File: src/rtl/minesweeper_pkg.sv
// Shared constants and state encoding for the minesweeper board pipeline.
// Imported by the mine placer and its LFSR.
package minesweeper_pkg;

  localparam logic [15:0] LFSR_MASK    = 16'hB400;
  localparam logic [15:0] LFSR_DEFAULT = 16'hACE1;

  typedef enum logic [2:0] {
    IDLE,
    GEN,
    CHECK,
    PLACE,
    DONE
  } placerState_t;

endpackage

File: src/rtl/mine_placer_lfsr.sv
// 16-bit Galois LFSR feeding candidate mine coordinates.
// A zero load value would lock the register, so it falls back to the default.
module lfsr16
  import minesweeper_pkg::*;
(
  input  logic        clk,
  input  logic        rst_n,
  input  logic        load,
  input  logic [15:0] loadValue,
  input  logic        step,
  output logic [15:0] value
);

  logic [15:0] shifted;

  assign shifted = {1'b0, value[15:1]}
                 ^ (value[0] ? LFSR_MASK : 16'h0000);

  always_ff @(posedge clk or negedge rst_n) begin
    if (!rst_n) begin
      value <= LFSR_DEFAULT;
    end else if (load) begin
      value <= (loadValue == 16'h0000) ? LFSR_DEFAULT : loadValue;
    end else if (step) begin
      value <= shifted;
    end
  end

endmodule

File: src/rtl/mine_placer.sv
// Places distinct pseudo-random mines, avoiding the first-click cell.
// Duplicates are caught by reading the mine board back before writing.
module mine_placer
  import minesweeper_pkg::*;
#(
  parameter  int width  = 8,
  parameter  int height = 8,
  localparam int XW     = $clog2(width),
  localparam int YW     = $clog2(height),
  localparam int CW     = $clog2(width * height + 1)
) (
  input  logic          clk_tb,
  input  logic          reset_tb,
  input  logic          start,
  input  logic [15:0]   seed,
  input  logic [CW-1:0] numMines,
  input  logic [XW-1:0] safeX,
  input  logic [YW-1:0] safeY,
  output logic [XW-1:0] readX,
  output logic [YW-1:0] readY,
  input  logic          mineReadValue,
  output logic [XW-1:0] placeX,
  output logic [YW-1:0] placeY,
  output logic          placeEn,
  output logic          busy,
  output logic          done,
  output logic [CW-1:0] placedCount
);

  localparam int CELLS = width * height;
  localparam logic [CW-1:0] MAX_MINES = CW'(CELLS - 1);
  localparam logic [XW:0] WIDTH_LIM = (XW + 1)'(width);
  localparam logic [YW:0] HEIGHT_LIM = (YW + 1)'(height);

  placerState_t state, stateNext;

  logic [15:0]   lfsrValue;
  logic          unusedLfsr;
  logic [XW-1:0] lfsrX, candX, safeXq;
  logic [YW-1:0] lfsrY, candY, safeYq;
  logic [CW-1:0] target, numMinesClamp;
  logic          accept, reject, lastPlace;

  lfsr16 uLfsr (
    .clk       (clk_tb),
    .rst_n     (reset_tb),
    .load      (accept),
    .loadValue (seed),
    .step      (state == GEN),
    .value     (lfsrValue)
  );

  assign unusedLfsr = ^lfsrValue;
  assign lfsrX = lfsrValue[XW-1:0];
  assign lfsrY = lfsrValue[8+YW-1:8];

  assign accept = (state == IDLE) && start;
  assign numMinesClamp = (numMines > MAX_MINES)
                       ? MAX_MINES : numMines;

  // Out-of-range, safe-cell and already-mined candidates are redrawn.
  assign reject = ({1'b0, lfsrX} >= WIDTH_LIM)
               || ({1'b0, lfsrY} >= HEIGHT_LIM)
               || ((lfsrX == safeXq) && (lfsrY == safeYq))
               || mineReadValue;

  assign lastPlace = (placedCount + CW'(1)) == target;

  assign readX = (state == CHECK) ? lfsrX : candX;
  assign readY = (state == CHECK) ? lfsrY : candY;

  assign placeEn = (state == PLACE);
  assign placeX  = placeEn ? candX : '0;
  assign placeY  = placeEn ? candY : '0;

  always_comb begin
    stateNext = state;
    unique case (state)
      IDLE:
        if (start)
          stateNext = (numMinesClamp == '0) ? DONE : GEN;
      GEN:     stateNext = CHECK;
      CHECK:   stateNext = reject ? GEN : PLACE;
      PLACE:   stateNext = lastPlace ? DONE : GEN;
      DONE:    stateNext = IDLE;
      default: stateNext = IDLE;
    endcase
  end

  always_ff @(posedge clk_tb or negedge reset_tb) begin
    if (!reset_tb) begin
      state       <= IDLE;
      target      <= '0;
      safeXq      <= '0;
      safeYq      <= '0;
      candX       <= '0;
      candY       <= '0;
      placedCount <= '0;
      busy        <= 1'b0;
      done        <= 1'b0;
    end else begin
      state <= stateNext;
      done  <= (state == DONE);
      if (accept) begin
        target      <= numMinesClamp;
        safeXq      <= safeX;
        safeYq      <= safeY;
        placedCount <= '0;
        busy        <= 1'b1;
      end
      if (state == CHECK) begin
        candX <= lfsrX;
        candY <= lfsrY;
      end
      if (state == PLACE)
        placedCount <= placedCount + CW'(1);
      if (state == DONE)
        busy <= 1'b0;
    end
  end

endmodule

File: config.mk
export PLATFORM = sky130hd
export DESIGN_NAME = mine_placer
export DESIGN_NICKNAME = d
export VERILOG_FILES = /design/src/rtl/minesweeper_pkg.sv /design/src/rtl/mine_placer_lfsr.sv /design/src/rtl/mine_placer.sv
export SDC_FILE = /design/constraint.sdc
export NUM_CORES = 1
export LEC_CHECK = 0
export CAP_MARGIN = 20
export CORE_MARGIN = 2
export CORE_UTILIZATION = 50
export CTS_CLUSTER_SIZE = 12
export DETAILED_ROUTE_END_ITERATION = 12
export HOLD_SLACK_MARGIN = 0.08
export PLACE_DENSITY = 0.9
export SLEW_MARGIN = 40
export SYNTH_ARGS = -nofsm -noshare
export SYNTH_HDL_FRONTEND = slang
export SYNTH_HIERARCHICAL = 1
export SYNTH_SLANG_ARGS = --single-unit
File: constraint.sdc
create_clock -name clk_tb -period 2.4 [get_ports clk_tb]
set_input_delay 0.36 -clock clk_tb [delete_from_list [all_inputs] [get_ports clk_tb]]
set_output_delay 0.36 -clock clk_tb [all_outputs]
set_load 0.05 [all_outputs]
==> results of run 1 <==
==> logic make-up after synthesis <==
group | share of synthesized area
buffers and inverters | 0.03152
adders and majority gates | 0.005167
muxes | 0.1168
xor gates and xnor gates | 0.07132
and+or+nand+nor | 0.1504
AOI/OAI and AO/OA | 0.1349
DFF | 0.4899
==> critical path, cell delays in order (launching register included) <==
cell	delay (ps)
dfrtp_1	470
inv_1	100
nand2_1	80
nor2_1	100
buf_4	160
mux2_2	360
buf_4	190
==> final timing paths <==
kind	from	to	slack, ps	cells past startpoint
worst min register to register	candX[2]$_DFF_PN0_	candX[2]$_DFF_PN0_	520	1
worst max-delay path	state[0]$_DFFE_PN0P_	readX[1]	270	6
worst max register to register	placedCount[0]$_DFFE_PN0P_	state[0]$_DFFE_PN0P_	450	6
max in group asynchronous	reset_tb	candY[1]$_DFF_PN0_	1340	3
worst min-delay path	candX[2]$_DFF_PN0_	candX[2]$_DFF_PN0_	520	1
min in group asynchronous	reset_tb	target[3]$_DFFE_PN0P_	570	2
==> stage by stage <==
step           setup WS (ps)    util  hold WS (ps)  cell area, µm²  std cells
6_report               272.1  0.6901         524.9            3238        338
5_1_grt                176.5  0.6901         555.3            3238        338
3_3_place_gp           212.9  0.6557         503.7            3077        325
3_5_place_dp           165.1  0.6563         369.9            3079        325
2_1_floorplan          305.1       -         64.41            2421        223
4_1_cts                43.66  0.6824         529.5            3202        334
==> registers in the layout, indices dropped and copies added (netlist names) <==
name,count
candX,3
busy,1
candY,3
safeXq,3
uLfsr/value,16
done,1
placedCount,7
safeYq,3
target,7
state,3
==> routing by layer <==
metal	vias up	global-route usage	routed length, µm
met5	-	0	0
met4	0	0.05455	59
met3	8	0.05075	231
met2	52	0.3810	2845
met1	924	0.2695	2264
li1	904	-	-
==> timing repair <==
action	CTS	global route
resized for setup	0	2
buffers inserted	0	4
endpoints found under the hold margin	33	0
hold buffers	1	0
setup endpoints to repair	0	6
==> cell usage in the layout (no fill, tap or decap), drive strengths merged, types with 4 or more instances in the layout <==
cell / instances
clkdlybuf4s50: 40
dfrtp: 39
nor2: 22
buf: 22
mux2: 18
nand2: 16
o21ai: 16
a21oi: 12
xnor2: 10
mux2i: 8
dfstp: 8
o22a: 8
and2: 7
xor2: 7
inv: 5
clkbuf: 5
nand3: 4
or4: 4
==> report_power, final <==
part | switching (mW) | total (mW) | internal, mW
clock network | 0.275 | 0.585 | 0.310
logic | 1.24 | 2.36 | 1.12
registers | 0.325 | 1.51 | 1.19
total | 1.84 | 4.46 | 2.61
==> cell type report <==
| class | instances | area [µm²] |
|---|---|---|
| Multi-Input combinational cell | 160 | 1170 |
| Clock buffer | 5 | 68.82 |
| Timing Repair Buffer | 63 | 675.6 |
| Clock inverter | 3 | 43.79 |
| Sequential cell | 47 | 1186 |
| Tap cell | 54 | 67.56 |
| Inverter | 6 | 26.28 |
| Fill cell | 368 | 1454 |
==> Yosys cell counts (all sizes together), types with 2 or more instances <==
cell,count
mux2i,8
a21oi,12
nor2,22
o21ai,16
nor4,2
dfrtp,39
inv,6
dfstp,8
or4,4
and2b,2
and3,2
nand3,4
mux2,18
and2,7
xnor2,10
o31ai,2
o22a,8
buf,7
clkbuf,3
nand2,16
xor2,7
==> impl_metrics.ini, run 1 <==
[synthesis]
synth.top_cell.area_share = 0.4031
synth_ff_type = dfrtp_1
syn-num-nets = 257
synth_area_per_cell_um2 = 10.86
synth_cell_types = 48
synth-seq-cells = 47
yosys_warnings = 6
ys_top_cells_by_area = dfrtp_1 (40%), dfstp_2 (8.7%), mux2_2 (8.4%)
synth_edf_count = 0
synthArstFlopShare = 1.000
seq_area_frac_synth = 0.4899
yosys.area.top_type = dfrtp_1
synthCells = 223
synth_area_um2 = 2421

[routing]
routed_wl_um = 5401
antenna_left = 0
vias = 1888
drtIter0Drc = 162
drcViolationCount = 0
via_per_inst = 5.586
wl_per_cell_um = 15.98
dr.pass1.iters = 4

[die]
floorplan.rows = 25
start_util = 0.5160
die_area_um2 = 5415
die_w_um = 73.59
die_h_um = 73.59
core_um2 = 4692
io_pins = 55

[global_route]
grtUsageTotal = 0.2172
grt_overflow_total = 0
grt_pass1_wl_um = 8983
grt_start_max_net_pins = 47
grt_antenna_before_repair = 0
grt_pass1_vias = 1911

[place]
portBuffers = 54
gp_congestion = 0.7721
dp_hpwl_um = 3908

[outcome]
status = finished, final reports clean

[power]
peakVddDrop_mv = 0.7468
power.total_mw = 4.458
power_density_nw_per_um2 = 1377
power_leakage_nw = 1.330

[setup_path]
cp_max_fo = 6
required_ps = 2040
crit_arrival_ps = 1770
crit_type = flop to output port
end_kind = output port
start_kind = flop

[cts]
path_clk_slew_ps = 90
cts_buffer_depth = 2
cts_tree = done
cts.htree.levels = 2
insertion_delay_ps = 310
cts_root_buf = clkbuf_8
cts_buffers = 5
cts_sinks = 47

[flow_run]
drv_cap = 0

[final_layout]
n_antenna_cell = 0
drive_gt1_frac = 0.2535
syn_to_final_growth_pct = 33.75
final_nets = 317

[timing]
finalSetupViolCount = 0
finalCriticalPeriod_ps = 2128
finalCritPeriodShare = 0.8866
rsz0062_at_grt = false
tns_ps = 0
hold_violations = 0
fmax_ghz = 0.4700
finClkSkew_ps = 11.19
slew_viol_final = 0
relSlewSlack = 0.6445
tightest_slew_ps = 531.5

[hold_path]
hold_class = flop to flop
No activity file was read; power rests on OpenSTA's default activity.
==> inputs of run 2 (changes only) <==
--- a/config.mk
+++ b/config.mk
@@ -5,7 +5,6 @@
 export SDC_FILE = /design/constraint.sdc
 export NUM_CORES = 1
 export LEC_CHECK = 0
-export CAP_MARGIN = 20
 export CORE_MARGIN = 2
 export CORE_UTILIZATION = 50
 export CTS_CLUSTER_SIZE = 12
==> results of run 2 <==
The final DEF is identical to that of run 1; final timing and power are the same.
==> inputs of run 3 (changes only) <==
--- a/config.mk
+++ b/config.mk
@@ -11,6 +11,7 @@
 export DETAILED_ROUTE_END_ITERATION = 12
 export HOLD_SLACK_MARGIN = 0.08
 export PLACE_DENSITY = 0.9
+export SETUP_SLACK_MARGIN = 0.1
 export SLEW_MARGIN = 40
 export SYNTH_ARGS = -nofsm -noshare
 export SYNTH_HDL_FRONTEND = slang
==> constraint.sdc (replaced) <==
create_clock -name clk_tb -period 2.06 [get_ports clk_tb]
set_input_delay 0.309 -clock clk_tb [delete_from_list [all_inputs] [get_ports clk_tb]]
set_output_delay 0.309 -clock clk_tb [all_outputs]
set_load 0.05 [all_outputs]
==> run 3 against run 2 <==
Compared with the run above:
- sequential power grew 17%
- via count up 2.9%
- clock power down 7.9%
- clock skew is 2.9 ps lower
- global-route usage rose by 0.34 points
- sequential share of layout area shrank 0.84 points
- setup slack got worse by 150 ps
- count of clock-buffer cells in the layout increased by 3
- utilization rose by 2.0 points
- worst hold slack got worse by 100 ps
==> impl_metrics.ini, run 3 (same netlist as run 1, synthesis figures left out) <==
[place]
gp_congestion = 0.7849
dp_hpwl_um = 4085
post-place-ws_ps = 4.989
dpl.cell_count = 331
place_area_um2 = 3144
portBuffers = 54

[routing]
drcViolationCount = 0
vias = 1943
routed_wl_um = 5550
via_per_inst = 5.665
dr.pass1.iters = 4
antenna_left = 0
drtIter0Drc = 131
wl_per_cell_um = 16.18

[final_layout]
final.fill_count = 347
layout_commonest_cell = clkdlybuf4s50_1
top_register = uLfsr/value
finalInstanceArea_um2 = 3332
final_nets = 322
syn_to_final_growth_pct = 37.62
largest_register_ffs = 16
drive_gt1_frac = 0.3080
instances_no_fill = 343
n_antenna_cell = 0
final_cell_mix = clkdlybuf4s50_1 (37), dfrtp_1 (34), nor2_1 (21), nand2_1 (15), o21ai_0 (15)
top_regs = uLfsr/value x16, placedCount x7, target x7

[cts]
cts_tree = done
path_clk_slew_ps = 80
insertion_delay_ps = 300
cts_sinks = 47
cts_buffers = 5
cts_root_buf = clkbuf_8
cts_buffer_depth = 2
cts.htree.levels = 2

[die]
start_util = 0.5160
die_area_um2 = 5415
io_pins = 55
core_um2 = 4692
die_h_um = 73.59
die_w_um = 73.59
floorplan.rows = 25

[timing]
finalSetupViolCount = 0
finClkSkew_ps = 8.286
relSlewSlack = 0.6636
finalCriticalPeriod_ps = 1940
setup_slack_ps = 119.7
finalHoldWorstSlack_ps = 424.5
fmax_ghz = 0.5154
finalCritPeriodShare = 0.9419
tns_ps = 0
hold_violations = 0
tightest_slew_ps = 503.0
rsz0062_at_grt = true
slew_viol_final = 0

[global_route]
grt_start_max_net_pins = 20
grt_antenna_before_repair = 0
grtUsageTotal = 0.2206
grt_overflow_total = 0
grt_pass1_wl_um = 9142
grt_pass1_vias = 1958

[hold_path]
hold_class = input port to asynchronous set/reset pin

[setup_path]
crit_chain = inv_2 > nand2_2 > nor2_2 > buf_6 > mux2_4 > buf_6
r2r-start = placedCount[0]$_DFFE_PN0P_
crit_type = flop to output port
end_kind = output port
crit_arrival_ps = 1630
crit_start = state[0]$_DFFE_PN0P_
crit_top_cell = buf_6
cpMaxStageDelayCell = dfrtp_2
max_stage_delay_ps = 430
cp_max_fo = 6
start_kind = flop
required_ps = 1750

[power]
power_density_nw_per_um2 = 1591
power_leakage_nw = 1.419
peakVddDrop_mv = 0.9908

[flow_run]
drv_cap = 0

[outcome]
status = finished, final reports clean
==> run 3: cell count changes in the layout (fill, tap and decap cells not counted), sizes merged, moves of 2 or more <==
cell,previous run,this run
clkinv,2,0
clkbuf,5,8
buf,22,27
dlymetal6s2s,0,3
clkdlybuf4s50,40,37
==> run 3: layer usage <==
metal | global-route usage | up-vias | part of all wire
met5 | 0 | - | 0
li1 | - | 914 | -
met4 | 0.06263 | 0 | 0.015
met1 | 0.2804 | 965 | 0.41
met3 | 0.04664 | 8 | 0.049
met2 | 0.3790 | 56 | 0.52
==> run 3: final timing paths <==
check,cells past startpoint,end,slack (ps)
setup / recovery,6,readX[1],120
hold / removal,2,placedCount[6]$_DFFE_PN0P_,420
setup reg to reg,6,state[0]$_DFFE_PN0P_,190
hold reg to reg,1,candX[2]$_DFF_PN0_,530
max in group asynchronous,3,uLfsr/value[6]$_DFFE_PN1P_,1020
min in group clk_tb,1,candX[2]$_DFF_PN0_,530
==> run 3: worst max-delay path, delay by kind of cell, from the launching register on <==
family | cells | cell delay (ps)
simple gates | 2 | 190
buf+inv | 3 | 380
flops | 1 | 430
mux | 1 | 330
==> run 3: layout make-up <==
class                   count  area, µm²  share of cell area
clock buffers               8      80.08             0.02403
inverters                   6      22.52            0.006759
multi-input cells         160       1212              0.3639
flip-flops and latches     47       1192              0.3579
well taps                  54      67.56             0.02028
repair buffers             68      757.0              0.2272
==> run 3: metrics by stage <==
step | utilization | total power, mW
after floorplan | - | 3.619
after global placement | 0.6701 | 4.451
after detailed placement | 0.6701 | 4.555
after CTS | 0.6995 | 5.222
after global routing | 0.7101 | 5.636
final | 0.7101 | 5.302
==> run 3: power by group <==
part / switching [mW] / internal [mW] / total (mW)
Combinational: 1.52 / 1.48 / 3.00
Sequential: 0.368 / 1.39 / 1.76
Clock: 0.297 / 0.242 / 0.539
Total: 2.19 / 3.12 / 5.30
==> run 3: timing repair <==
item	in CTS	in global routing
setup endpoints to repair	12	14
hold buffers	1	0
buffers inserted	3	0
cloned	0	0
pin swaps	0	1
gates resized for setup	9	16
hold endpoints to repair	11	0
